[src/rtl/lsu_pkg.sv]
// lsu_pkg: shared types, funct3 codes, cause codes and strobe helper for the load/store sequencer
package lsu_pkg;
   typedef enum logic [2:0] {IDLE, REQ, RSP, WB, ERR} lsu_state_e;
   localparam logic [2:0] LSU_F3_B  = 3'b000;
   localparam logic [2:0] LSU_F3_H  = 3'b001;
   localparam logic [2:0] LSU_F3_W  = 3'b010;
   localparam logic [2:0] LSU_F3_BU = 3'b100;
   localparam logic [2:0] LSU_F3_HU = 3'b101;
   localparam logic [1:0] LSU_CAUSE_LD_MIS = 2'd0;
   localparam logic [1:0] LSU_CAUSE_ST_MIS = 2'd1;
   localparam logic [1:0] LSU_CAUSE_ILL    = 2'd2;
   localparam logic [1:0] LSU_CAUSE_FAULT  = 2'd3;
   // funct3[1:0] encodes access size: 00 byte, 01 halfword, 10 word
   function automatic logic [3:0] lsu_strb(input logic [2:0] f3, input logic [1:0] off);
      return f3[1] ? 4'b1111 : f3[0] ? 4'b0011 << off : 4'b0001 << off;
   endfunction
endpackage

[src/rtl/lsu_ld_ext.sv]
// lsu_ld_ext: selects the addressed lane of a read word and sign/zero-extends it
module lsu_ld_ext
   import lsu_pkg::*;
(
   input  logic [31:0] rdata,
   input  logic [1:0]  addr,
   input  logic [2:0]  funct3,
   output logic [31:0] data
);
   logic [31:0] lane;
   // shift the addressed byte lane down to bit 0, then extend by access type
   always_comb begin
      lane = rdata >> {addr, 3'b000};
      data = funct3 == LSU_F3_B  ? {{24{lane[7]}}, lane[7:0]} :
             funct3 == LSU_F3_H  ? {{16{lane[15]}}, lane[15:0]} :
             funct3 == LSU_F3_BU ? {24'd0, lane[7:0]} :
             funct3 == LSU_F3_HU ? {16'd0, lane[15:0]} : lane;
   end
endmodule

[src/rtl/exu_lsu_ctrl.sv]
// exu_lsu_ctrl: sequences one EXU memory op at a time onto the ldst bus with checks and load writeback
module exu_lsu_ctrl
   import lsu_pkg::*;
#(
   parameter int XLEN = 32
) (
   input  logic            clk,
   input  logic            rst_n,
   input  logic            op_vld,
   output logic            op_rdy,
   input  logic            op_is_ld,
   input  logic [2:0]      op_funct3,
   input  logic [XLEN-1:0] op_addr,
   input  logic [XLEN-1:0] op_wdata,
   input  logic [4:0]      op_rd,
   output logic            req_vld,
   input  logic            req_rdy,
   output logic [XLEN-1:0] req_addr,
   output logic            req_wr,
   output logic [3:0]      req_wstrb,
   output logic [XLEN-1:0] req_wdata,
   input  logic            rsp_vld,
   output logic            rsp_rdy,
   input  logic [XLEN-1:0] rsp_rdata,
   input  logic            rsp_err,
   output logic            wb_vld,
   output logic [4:0]      wb_rd,
   output logic [XLEN-1:0] wb_data,
   output logic            done,
   output logic            err_vld,
   output logic [1:0]      err_cause
);
   lsu_state_e  state;
   logic        is_ld_q;
   logic [2:0]  f3_q;
   logic [31:0] addr_q;
   logic [31:0] wdata_q;
   logic [4:0]  rd_q;
   logic [31:0] ext;
   logic        legal;
   logic        mis;

   lsu_ld_ext u_ext (
      .rdata (rsp_rdata),
      .addr  (addr_q[1:0]),
      .funct3(f3_q),
      .data  (ext)
   );

   // legality and alignment of the op offered by the EXU; illegal funct3 wins over misalignment
   always_comb begin
      legal = op_is_ld ? op_funct3 inside {LSU_F3_B, LSU_F3_H, LSU_F3_W, LSU_F3_BU, LSU_F3_HU}
                       : op_funct3 inside {LSU_F3_B, LSU_F3_H, LSU_F3_W};
      mis   = (op_funct3[1:0] == 2'b01 && op_addr[0]) || (op_funct3[1:0] == 2'b10 && op_addr[1:0] != 2'b00);
   end

   // sequencer: accept, request, wait for response, then writeback or exception
   always_ff @(posedge clk or negedge rst_n) begin
      if (!rst_n) begin
         state     <= IDLE;
         is_ld_q   <= 1'b0;
         f3_q      <= 3'd0;
         addr_q    <= '0;
         wdata_q   <= '0;
         rd_q      <= '0;
         wb_data   <= '0;
         err_cause <= 2'd0;
      end else begin
         case (state)
            IDLE: if (op_vld) begin
               is_ld_q <= op_is_ld;
               f3_q    <= op_funct3;
               addr_q  <= op_addr;
               wdata_q <= op_wdata;
               rd_q    <= op_rd;
               if (!legal) begin
                  state     <= ERR;
                  err_cause <= LSU_CAUSE_ILL;
               end else if (mis) begin
                  state     <= ERR;
                  err_cause <= op_is_ld ? LSU_CAUSE_LD_MIS : LSU_CAUSE_ST_MIS;
               end else begin
                  state <= REQ;
               end
            end
            REQ: if (req_rdy) state <= RSP;
            RSP: if (rsp_vld) begin
               if (rsp_err) begin
                  state     <= ERR;
                  err_cause <= LSU_CAUSE_FAULT;
               end else if (is_ld_q) begin
                  state   <= WB;
                  wb_data <= ext;
               end else begin
                  state <= IDLE;
               end
            end
            default: state <= IDLE;
         endcase
      end
   end

   // request fields are zero outside REQ so reset and idle present a clean bus
   always_comb begin
      op_rdy    = state == IDLE;
      req_vld   = state == REQ;
      req_addr  = req_vld ? {addr_q[31:2], 2'b00} : '0;
      req_wr    = req_vld & ~is_ld_q;
      req_wstrb = req_vld ? lsu_strb(f3_q, addr_q[1:0]) : 4'd0;
      req_wdata = !req_vld ? '0 : f3_q[1] ? wdata_q : f3_q[0] ? {2{wdata_q[15:0]}} : {4{wdata_q[7:0]}};
      rsp_rdy   = state == RSP;
      wb_vld    = state == WB;
      wb_rd     = rd_q;
      err_vld   = state == ERR;
      done      = wb_vld | err_vld | (rsp_rdy & rsp_vld & ~rsp_err & ~is_ld_q);
   end
endmodule

[config.mk]
export PLATFORM = sky130hd
export DESIGN_NAME = exu_lsu_ctrl
export DESIGN_NICKNAME = d
export VERILOG_FILES = /design/src/rtl/lsu_pkg.sv /design/src/rtl/lsu_ld_ext.sv /design/src/rtl/exu_lsu_ctrl.sv
export SDC_FILE = /design/constraint.sdc
export NUM_CORES = 1
export LEC_CHECK = 0
export CAP_MARGIN = 5
export CORE_UTILIZATION = 40
export CTS_CLUSTER_SIZE = 24
export DETAILED_ROUTE_END_ITERATION = 6
export DONT_BUFFER_PORTS = 1
export HOLD_SLACK_MARGIN = 0.02
export SLEW_MARGIN = 25
export SYNTH_ARGS = -nofsm -noshare
export SYNTH_HDL_FRONTEND = slang
export SYNTH_SLANG_ARGS = --single-unit
[constraint.sdc]
create_clock -name clk -period 1.9 [get_ports clk]
set_input_delay 0.19 -clock clk [delete_from_list [all_inputs] [get_ports clk]]
set_output_delay 0.19 -clock clk [all_outputs]
set_load 0.005 [all_outputs]
# After elaboration in Yosys (flattened, before gate mapping)
# Cells that the tools add are included.
[totals]
register_bits = 110
[op_classes]
reduce_logical = 14
n_eq_ne = 18
n_shift = 3
muxes = 27
n_bitwise = 8
[op_table]
columns = ["operator", "n"]
rows = [
  ["32-bit two-way mux", 8],
  ["32-bit by 5-bit >> shifter with 32-bit output", 1],
  ["3-bit two-way mux", 6],
  ["3-bit equality test (second input constant)", 5],
  ["2-bit two-way mux", 6],
  ["4-bit two-way mux", 3],
  ["3-bit by 1-bit equality test with 1-bit output (second input constant)", 3],
  ["3-bit by 2-bit equality test with 1-bit output (second input constant)", 3],
  ["3-bit logical NOT", 3],
  ["3-bit one-hot mux with 3 select lines", 1],
  ["5-bit AND reduction", 1],
  ["5-bit nonzero test", 1],
  ["1-bit bitwise AND", 4],
  ["2-bit by 1-bit != test with 1-bit output (second input constant)", 2],
  ["2-bit != test (second input constant)", 2],
  ["2-bit one-hot mux with 2 select lines", 1],
  ["4-bit AND reduction", 1],
  ["2-bit nonzero test", 2],
  ["1-bit by 2-bit << shifter with 4-bit output (first input constant)", 1],
  ["2-bit by 2-bit << shifter with 4-bit output (first input constant)", 1],
  ["3-bit by 2-bit != test with 1-bit output (second input constant)", 1],
  ["3-bit AND reduction", 1],
  ["3-bit nonzero test", 1],
  ["2-bit by 1-bit equality test with 1-bit output (second input constant)", 1],
  ["7 further kinds", 11],
]

# Depth between registers and ports, before layout
# Gate-level depths: netlist of the first run.
[depth]
ltp_word = 7
ltp_mapped = 7

# Modules after synthesis
# A second synthesis of the first run with hierarchy kept.
[unflattened]
cells_unflattened = 530
hier_area_um2 = 5921.9
[by_module_without_submodules]
columns = ["module", "n_inst", "seq_area_each_um2", "area_each_um2", "cells_per_inst"]
rows = [
  ["exu_lsu_ctrl", 1, 2752.6, 5172.5, 413],
  ["lsu_ld_ext", 1, 0.0, 749.5, 117],
]

# Worst setup path before layout of the first run
# Ideal clock, no wire load.
[synth_timing]
path_type = "register -> register"
startpoint = "reg state[2]"
endpoint = "reg addr_q[31]"
t_required_ps = 1775
path_stages_with_launch = 7
period_less_slack_ps = 1778
path_slack_ps = 122
setup_time_ps = 125
arrival_ps = 1653
cell_sequence = "dfrtp_1 -> buf_2 -> nor3_1 -> and2_1 -> buf_4 -> buf_4 -> mux2_2"
[synth_between]
elab_chain_cells = 2
[synth_rtl]
columns = ["element", "line_no", "source"]
rows = [
  ["start, declared", "exu_lsu_ctrl.sv:33", "lsu_state_e state;"],
  ["start signal, assigned", "exu_lsu_ctrl.sv:60", "state <= IDLE;"],
  ["start signal, assigned", "exu_lsu_ctrl.sv:77", "state <= ERR;"],
  ["start signal, assigned", "exu_lsu_ctrl.sv:80", "state <= ERR;"],
  ["3-bit logical NOT", "n/a", ""],
  ["net op_rdy", "exu_lsu_ctrl.sv:10", "output logic op_rdy,"],
  ["2-bit AND reduction (no source line)", "n/a", ""],
  ["end signal, assigned", "exu_lsu_ctrl.sv:73", "addr_q <= op_addr;"],
  ["end, declared", "exu_lsu_ctrl.sv:36", "logic [31:0] addr_q;"],
]
# The timed path passes the listed nets, and every way through them passes these cells.
# A chain may end at the register's enable or synchronous reset.

# Worst setup path after layout of the first run
[layout_timing]
startpoint = "reg state[1]"
endpoint = "out req_addr[27]"
[layout_between]
elab_chain_cells = 2
[layout_rtl]
columns = ["element", "line_no", "source"]
rows = [
  ["3-bit by 1-bit equality test with 1-bit output", "exu_lsu_ctrl.sv:106", "req_vld = state == REQ;"],
  ["32-bit two-way mux", "exu_lsu_ctrl.sv:107", "req_addr = req_vld ? {addr_q[31:2], 2'b00} : '0;"],
  ["end, declared", "exu_lsu_ctrl.sv:18", "output logic [XLEN-1:0] req_addr,"],
]
# No other way between the ends.

==> impl_metrics.csv, run 1 <==
group,metric,value,unit
critical_path,ff2ff_setup_slack,0.11,ns
detailed_routing,vias,4553,
yosys,netlist_instances,551,
yosys,synth-edff-count,0,
detailed_routing,met3_length,1240,µm
critical_path,cpMaxStageDelayCell,"dfrtp_2",
yosys,synth.avg_cell_area,10.5,µm²
sta,timing.fmax,529,MHz
critical_path,reg2reg_depth,4,
placement,dp_hpwl,10600,µm
critical_path,path_cells,"or3b_4 -> clkinv_4 -> clkbuf_16 -> and2_4",
sta,finalWorstSetupSlack,0.0102,ns
placement,pre_cts_slack,0.103,ns
cts,clk_latency,0.36,ns
critical_path,startpoint,"state[1]",
final_layout,diodes,0,
global_route,grt_pass1_wl,25200,µm
power_and_ir_drop,ir_worst_vdd,0.683,mV
yosys,ys_types,42,
yosys,synthFlopType,"dfrtp_1",
floorplanning,num_rows,43,
detailed_routing,route.detailed.drc,0,
global_route,grt_use_total,22.2,%
detailed_routing,ant_nets,0,
placement,port_buffers,0,
sta,drv_slew,0,
cts,numCtsBuffers,9,
sta,finClkSkew,0.0104,ns
critical_path,endpoint,"req_addr[27]",
floorplanning,fp.dieW,122,µm
yosys,post-synth-top-area-cell,"dfrtp_1",
run,cap_violations,0,
critical_path,critical_path.max_fanout,11,
sta,setup_viol,0,
detailed_routing,first_pass_iters,5,
yosys,synth-seq-area-share,47.7,%
yosys,yosysMostFrequentCell,"dfrtp_1",
critical_path,required,1.71,ns
min_path,hp-class,"primary input to async pin",
critical_path,critPathKind,"flip-flop to output port",
yosys,yosys.area.top_type_share,47.7,%
cts,root_buffer,"clkbuf_16",
sta,finalHoldViolCount,110,
critical_path,start_kind,"flip-flop",
detailed_routing,routed_wirelength,16500,µm
floorplanning,die_h,122,µm
detailed_routing,post_drt_wl_per_cell,20.2,µm
critical_path,timing.rr.start,"state[0]",
floorplanning,start_util,41.2,%
detailed_routing,drt_iter0_drc,216,
yosys,yosysWarningCount,0,
critical_path,cp.arrival,1.70,ns
yosys,synth_common_cells,"dfrtp_1, mux2_2, nor2_1",
critical_path,critical_path.max_stage_delay,0.45,ns
critical_path,crit_family,"simple AND/OR/NAND/NOR gates",
cts,cts_max_level,3,
run_status,status,"finished with violations",
global_route,grt_antenna_before_repair,0,
sta,hold_ws,-0.483,ns
final_layout,fin_nets,745,
detailed_routing,wl_met2,8270,µm
final_layout,area_growth,27.0,%
sta,min_period_over_period,99.5,%
critical_path,rr_endpoint,"err_cause[0]",
yosys,synthesis.area,0.00577,mm²
cts,cts.clk_slew.worst_paths,0.08,ns
floorplanning,io_pins,225,
cts,clk_path_buf_depth,2,
detailed_routing,top_layer_used,"met4",
yosys,ys_ff_latch,110,
sta,rsz0062_at_grt,"true",
critical_path,crit_buf_inv,2,
global_route,grt_pass1_vias,4819,
yosys,async_flop_share,100,%
detailed_routing,wl_met1,6560,µm
critical_path,cp-end-kind,"output port",
detailed_routing,routed_via_density,5.56,
cts,cts_tree,"built",
run_status,violations,"negative hold slack",
power_and_ir_drop,power,11.3,mW
cts,clock_sinks,110,
global_route,grt_max_degree,111,
final_layout,fillCellCount,1221,
sta,period_needed,1.89,ns
final_layout,drive_above_1_share,26.8,%
placement,gp_congestion,0.761,
floorplanning,core_area,0.0140,mm²
yosys,synth_area_leaders,"dfrtp_1, mux2_2, mux2i_1",
critical_path,critical_path_depth,4,
floorplanning,die_area,0.0149,mm²
global_route,overflow,0,
power_and_ir_drop,p_leak,3.10,nW
power_and_ir_drop,p_per_area,1540,mW/mm²
-- registers in the layout (all words and copies together), names as in the netlist --
signal,cells
addr_q,32
err_cause,2
f3_q,3
is_ld_q,1
state,3
wb_data,32
wb_rd,5
wdata_q,32
-- worst min-delay path by stage --
stage | to | slack (ns) | cells after the start
floorplan | addr_q[0] | -0.11 | 0
global placement | wb_data[0] | -0.10 | 0
detailed placement | wb_data[0] | -0.10 | 0
CTS | wb_data[25] | -0.49 | 0
global route | wb_data[1] | -0.50 | 0
finish | wb_data[0] | -0.48 | 0
-- power by group --
part           internal (mW)  total [mW]  switching, mW
logic                   2.54        4.99           2.45
registers               3.46        4.39          0.932
clock network          0.954        1.91          0.956
total                   6.95        11.3           4.34
-- cell type report --
| type | count | area [µm²] | area share (%) |
|---|---|---|---|
| inverters | 7 | 31.3 | 0.427 |
| clock inverters | 6 | 52.6 | 0.717 |
| clock buffers | 10 | 239 | 3.26 |
| repair buffers | 115 | 1180 | 16.1 |
| well taps | 180 | 225 | 3.07 |
| multi-input cells | 391 | 2840 | 38.8 |
| flip-flops and latches | 110 | 2760 | 37.6 |
-- placed cells by master, fill, tap and decap left out, types with 10 or more instances in the layout --
cell type	n
a21oi_1	29
clkbuf_16	10
nand3_1	17
mux2i_1	28
nand2_1	38
o21ai_0	16
and2_1	31
dfrtp_1	106
dlygate4sd3_1	81
buf_4	22
mux2_2	88
nor2_1	50
-- cell families (layout without fill, tap and decap cells) --
family / after synthesis / after routing / synth area share, %
compound gates: 96 / 96 / 10.6
buf+inv: 51 / 138 / 4.34
flops: 110 / 110 / 47.7
mux: 116 / 116 / 22.0
other cells: 1 / 2 / 0.0650
simple gates: 177 / 177 / 15.2
-- repair_timing --
action / 4_1_cts / 5_1_grt
setup buffers: 1 / 3
endpoints found under the hold margin: 190 / 111
hold buffers: 80 / 1
gates cloned: 1 / 1
gates resized for setup: 14 / 28
endpoints found under the setup margin: 66 / 64
-- through the flow --
step	setup TNS (ns)	utilization (%)	hold WS [ns]	cell area, µm²	std cells
2_1_floorplan	0	-	-0.106	5770	552
3_3_place_gp	0	43.1	-0.101	6040	716
3_5_place_dp	0	43.1	-0.101	6040	716
4_1_cts	0	51.3	-0.491	7180	814
5_1_grt	-0.471	52.4	-0.503	7330	819
6_report	0	52.4	-0.483	7330	819
-- per-layer routing --
layer	up-vias	global-route usage (%)
met2	195	39.0
met5	-	0
met4	0	8.23
met3	32	7.54
li1	2088	-
met1	2238	24.7
(Power assumes the default switching activity.)
==> run 2, diff against run 1 <==
--- a/config.mk
+++ b/config.mk
@@ -6,6 +6,7 @@
 export NUM_CORES = 1
 export LEC_CHECK = 0
 export CAP_MARGIN = 5
+export CORE_MARGIN = 2
 export CORE_UTILIZATION = 40
 export CTS_CLUSTER_SIZE = 24
 export DETAILED_ROUTE_END_ITERATION = 6
==> run 2 against run 1 <==
Compared with the run above: the flow finishes with violations (negative hold slack, negative setup slack); via count barely moved; non-clock buffer count rose by 2; global-route usage fell by 0.92 points; die area rose by 3.3%; largest power group unchanged; first-iteration DRC count fell by 7.9%; sequential power rose by 1%; cell area rose by 1.9%; count of clock-buffer cells in the layout did not move; fmax fell by 1.8%; sequential cell count did not move; core utilization rose by 1.0 points.
==> impl_metrics.csv, run 2 (synthesis results as in run 1) <==
group,metric,value,unit
global_route,grt_pass1_wl,25200,µm
critical_path,path_cells,"or3b_4 -> buf_12 -> nor2_4 -> buf_6",
global_route,grt_use_total,21.3,%
placement,gp_congestion,0.803,
cts,cts.clk_slew.worst_paths,0.08,ns
floorplanning,die_h,124,µm
detailed_routing,drt_iter0_drc,199,
critical_path,reg2reg_depth,5,
sta,finClkSkew,0.0118,ns
global_route,grt_pass1_vias,4794,
cts,cts_hold_buf,81,
placement,pre_cts_slack,0.109,ns
cts,clk_latency,0.36,ns
floorplanning,start_util,41.2,%
sta,min_period_over_period,101,%
detailed_routing,routed_via_density,5.54,
power_and_ir_drop,p_leak,3.16,nW
sta,rsz0062_at_grt,"true",
floorplanning,num_rows,43,
critical_path,critical_path.max_fanout,14,
detailed_routing,ant_nets,0,
global_route,grt_antenna_before_repair,0,
cts,cts_tree,"built",
final_layout,drive_above_1_share,29.5,%
critical_path,start_kind,"flip-flop",
final_layout,fin_nets,747,
global_route,grt_max_degree,111,
floorplanning,die_area,0.0154,mm²
power_and_ir_drop,p_per_area,1560,mW/mm²
floorplanning,fp.dieW,124,µm
sta,finalHoldViolCount,110,
final_layout,mostFrequentLayoutCell,"dfrtp_1",
final_layout,diodes,0,
cts,cts_max_level,3,
placement,port_buffers,0,
run,cap_violations,0,
placement,dp_hpwl,10800,µm
critical_path,cpMaxStageDelayCell,"or3b_4",
placement,place_area,0.00604,mm²
cts,numCtsBuffers,9,
sta,drv_slew,0,
floorplanning,io_pins,225,
sta,timing.fmax,519,MHz
floorplanning,core_area,0.0140,mm²
global_route,overflow,0,
sta,period_needed,1.93,ns
critical_path,timing.rr.start,"state[2]",
run_status,violations,"negative hold slack, negative setup slack",
critical_path,ff2ff_setup_slack,0.07,ns
final_layout,area_growth,29.4,%
cts,root_buffer,"clkbuf_16",
critical_path,required,1.71,ns
final_layout,final_cell_mix,"dfrtp_1, mux2_2, dlygate4sd3_1",
critical_path,cp.arrival,1.74,ns
detailed_routing,route.detailed.drc,0,
final_layout,fin_util,53.4,%
detailed_routing,first_pass_iters,4,
critical_path,cp-end-kind,"output port",
sta,hold_ws,-0.471,ns
critical_path,critPathKind,"flip-flop to output port",
detailed_routing,post_drt_wl_per_cell,20.5,µm
detailed_routing,vias,4551,
final_layout,top_regs,"addr_q: 32 flops, wb_data: 32 flops, wdata_q: 32 flops",
sta,finalWorstSetupSlack,-0.0250,ns
min_path,hp-class,"primary input to async pin",
critical_path,rr_endpoint,"wb_rd[2]",
critical_path,critical_path.max_stage_delay,0.51,ns
cts,clk_path_buf_depth,2,
final_layout,design_area,0.00747,mm²
detailed_routing,routed_wirelength,16800,µm
power_and_ir_drop,ir_worst_vdd,0.694,mV
cts,clock_sinks,110,
run_status,status,"finished with violations",
sta,setup_viol,17,
run 2: changes by cell type in the layout (fill, tap and decap cells not counted), moves of 2 or more:
cell / previous run / this run
and2_4: 8 / 18
a21oi_1: 29 / 27
buf_4: 22 / 20
dfrtp_1: 106 / 104
a21oi_2: 6 / 8
nor2_2: 1 / 3
dfrtp_2: 4 / 6
buf_8: 0 / 2
and2_1: 31 / 22
run 2: where the power goes:
| group | switching [mW] | internal, mW |
|---|---|---|
| combinational | 2.52 | 2.66 |
| clock | 0.935 | 1.08 |
| sequential | 0.971 | 3.46 |
run 2: cell type report:
cell class,instances,area [µm²]
Multi-Input combinational cell,391,2880
Sequential cell,110,2760
Clock buffer,10,239
Fill cell,1225,6520
Tap cell,180,225
Timing Repair Buffer,117,1250
Clock inverter,6,75.1
Inverter,7,33.8
run 2: worst max-delay path by stage:
stage	startpoint	slack, ns	cells past startpoint	endpoint
finish	state[2]	-0.03	4	req_wdata[26]
global route	state[2]	-0.06	4	req_wdata[26]
CTS	state[2]	-0.01	4	req_wdata[6]
detailed placement	state[2]	0.11	5	wb_data[27]
global placement	state[2]	0.15	4	err_cause[0]
floorplan	state[2]	0.12	6	addr_q[31]
run 2: critical path: cells and delay by family (launching register included):
kind	cells	cell delay (ns)
simple gates	2	0.64
flops	1	0.44
buf+inv	2	0.30
run 2: per-layer routing:
layer | share of wire (%) | global-route usage (%)
met1 | 39 | 25.0
met4 | 1.9 | 7.44
met2 | 51 | 37.0
met3 | 8.1 | 6.23
met5 | 0 | 0
run 2: what timing repair did:
item,4_1_cts,5_1_grt
cloned,1,3
endpoints found under the setup margin,67,127
buffers inserted,7,1
endpoints found under the hold margin,191,110
pin swaps,1,4
resized for setup,11,48
run 2: metrics by stage:
step | setup TNS (ns) | total power [mW] | cells
after floorplan | 0 | 7.68 | 552
after global placement | 0 | 8.78 | 712
after detailed placement | 0 | 8.96 | 712
after CTS | -0.0479 | 11.3 | 817
after global routing | -2.05 | 12.4 | 821
final | -0.0979 | 11.6 | 821
==> run 3, diff against run 2 <==
--- a/config.mk
+++ b/config.mk
@@ -16,3 +16,4 @@
 export SYNTH_ARGS = -nofsm -noshare
 export SYNTH_HDL_FRONTEND = slang
 export SYNTH_SLANG_ARGS = --single-unit
+export TNS_END_PERCENT = 30
==> run 3 against run 2 <==
Compared with the run above: sequential cell count unchanged; critical endpoint unchanged; total power decreased by 2.3%; clock power about the same; setup slack improved by 0.025 ns; largest power group unchanged; the flow finishes with violations (negative hold slack).
==> impl_metrics.csv, run 3 (synthesis results as in run 1) <==
group,metric,value,unit
cts,root_buffer,"clkbuf_16",
floorplanning,core_area,0.0140,mm²
critical_path,critical_path.max_fanout,28,
floorplanning,start_util,41.2,%
cts,cts_max_level,3,
global_route,overflow,0,
sta,rsz0062_at_grt,"true",
floorplanning,fp.dieW,124,µm
placement,gp_congestion,0.803,
power_and_ir_drop,p_leak,3.10,nW
cts,clk_latency,0.36,ns
sta,hold_ws,-0.470,ns
power_and_ir_drop,internal_power,7.08,mW
run_status,status,"finished with violations",
global_route,grt_antenna_before_repair,0,
critical_path,cp.arrival,1.71,ns
floorplanning,io_pins,225,
placement,dp_hpwl,10800,µm
sta,min_period_over_period,100,%
power_and_ir_drop,power,11.4,mW
critical_path,startpoint,"state[2]",
global_route,grt_max_degree,111,
global_route,grt_pass1_vias,4794,
final_layout,final_cell_mix,"dfrtp_1, mux2_2, dlygate4sd3_1",
final_layout,fin_util,52.3,%
final_layout,mostFrequentLayoutCell,"dfrtp_1",
final_layout,fillCellCount,1254,
detailed_routing,routed_via_density,5.56,
global_route,grt_use_total,21.3,%
final_layout,fin_nets,743,
critical_path,start_kind,"flip-flop",
detailed_routing,vias,4546,
final_layout,top_regs,"addr_q: 32 flops, wb_data: 32 flops, wdata_q: 32 flops",
power_and_ir_drop,p_sw,4.28,mW
min_path,hp-class,"primary input to async pin",
power_and_ir_drop,pwr-share-seq,38.9,%
cts,cts_tree,"built",
power_and_ir_drop,switching_share,37.7,%
detailed_routing,post_drt_wl_per_cell,19.8,µm
critical_path,required,1.71,ns
final_layout,diodes,0,
cts,cts.clk_slew.worst_paths,0.08,ns
cts,clock_sinks,110,
sta,finClkSkew,0.0120,ns
floorplanning,die_area,0.0154,mm²
sta,setup_viol,0,
placement,port_buffers,0,
power_and_ir_drop,p_per_area,1550,mW/mm²
sta,timing.fmax,526,MHz
critical_path,timing.rr.start,"state[2]",
cts,clk_path_buf_depth,2,
run_status,violations,"negative hold slack",
power_and_ir_drop,combPwrFrac,43.4,%
detailed_routing,first_pass_iters,4,
sta,period_needed,1.90,ns
power_and_ir_drop,p_clk_share,17.8,%
cts,numCtsBuffers,9,
detailed_routing,route.detailed.drc,0,
power_and_ir_drop,ir_worst_vdd,0.674,mV
critical_path,cp-end-kind,"output port",
sta,drv_slew,0,
final_layout,area_growth,26.8,%
detailed_routing,drt_iter0_drc,213,
cts,cts_hold_buf,81,
global_route,grt_pass1_wl,25200,µm
critical_path,critPathKind,"flip-flop to output port",
detailed_routing,ant_nets,0,
final_layout,drive_above_1_share,25.4,%
floorplanning,num_rows,43,
sta,finalHoldViolCount,110,
run,cap_violations,0,
floorplanning,die_h,124,µm
detailed_routing,routed_wirelength,16100,µm
-- run 3: cell count changes in the layout (fill, tap and decap cells not counted), sizes merged --
cell / before / now
clkbuf: 12 / 10
buf: 34 / 32
-- run 3: worst paths after layout --
path,end,slack (ns),cells past startpoint
min in group clk,state[0],0.08,3
worst max-delay path,req_wdata[26],0.0004,4
max in group asynchronous,state[1],2.20,0
worst min-delay path,wb_data[25],-0.47,0
worst max register to register,wdata_q[19],0.07,5
worst min register to register,addr_q[28],0.50,1
-- run 3: power groups by stage --
stage	Combinational [mW]	Clock, mW	Sequential, mW
global placement	4.39	0	4.39
floorplan	3.65	0	4.03
CTS	4.83	2.06	4.39
detailed placement	4.51	0	4.45
finish	4.93	2.02	4.42
global route	5.42	2.16	4.59
-- run 3: worst max-delay path, cell delays in order (launching register included) --
cell     delay, ns
dfrtp_2       0.44
or3b_4        0.47
buf_12        0.19
nor2_4        0.13
buf_4         0.12
-- run 3: metrics by stage --
stage	setup WS (ns)	hold slack, ns	instance area (µm²)	setup TNS [ns]	cells
after floorplan	0.122	-0.106	5770	0	552
after global placement	0.146	-0.101	6040	0	712
after detailed placement	0.109	-0.100	6040	0	712
after CTS	-0.0107	-0.489	7250	-0.0479	817
after global routing	-0.0524	-0.494	7310	-0.751	817
final	0.000417	-0.470	7310	0	817
-- run 3: timing repair --
| item | CTS | global route |
|---|---|---|
| hold endpoints to repair | 191 | 110 |
| buffers inserted | 7 | 0 |
| pin swaps | 1 | 3 |
| setup endpoints to repair | 67 | 127 |
| resized for setup | 11 | 19 |
| cloned | 1 | 0 |
-- run 3: metal layers --
layer | wire length [µm] | share of wire (%) | vias to the layer above | GRT usage (%)
met2 | 8210 | 51 | 186 | 37.0
met1 | 6260 | 39 | 2254 | 25.0
met3 | 1380 | 8.5 | 22 | 6.23
met5 | 0 | 0 | - | 0
li1 | - | - | 2084 | -
met4 | 291 | 1.8 | 0 | 7.44
-- run 3: cell type report --
class | count | area, µm² | share of cell area [%]
multi-input cells | 391 | 2810 | 38.5
flip-flops and latches | 110 | 2760 | 37.7
repair buffers | 113 | 1170 | 16.0
clock buffers | 10 | 239 | 3.27
well taps | 180 | 225 | 3.08
clock inverters | 6 | 75.1 | 1.03
inverters | 7 | 28.8 | 0.393
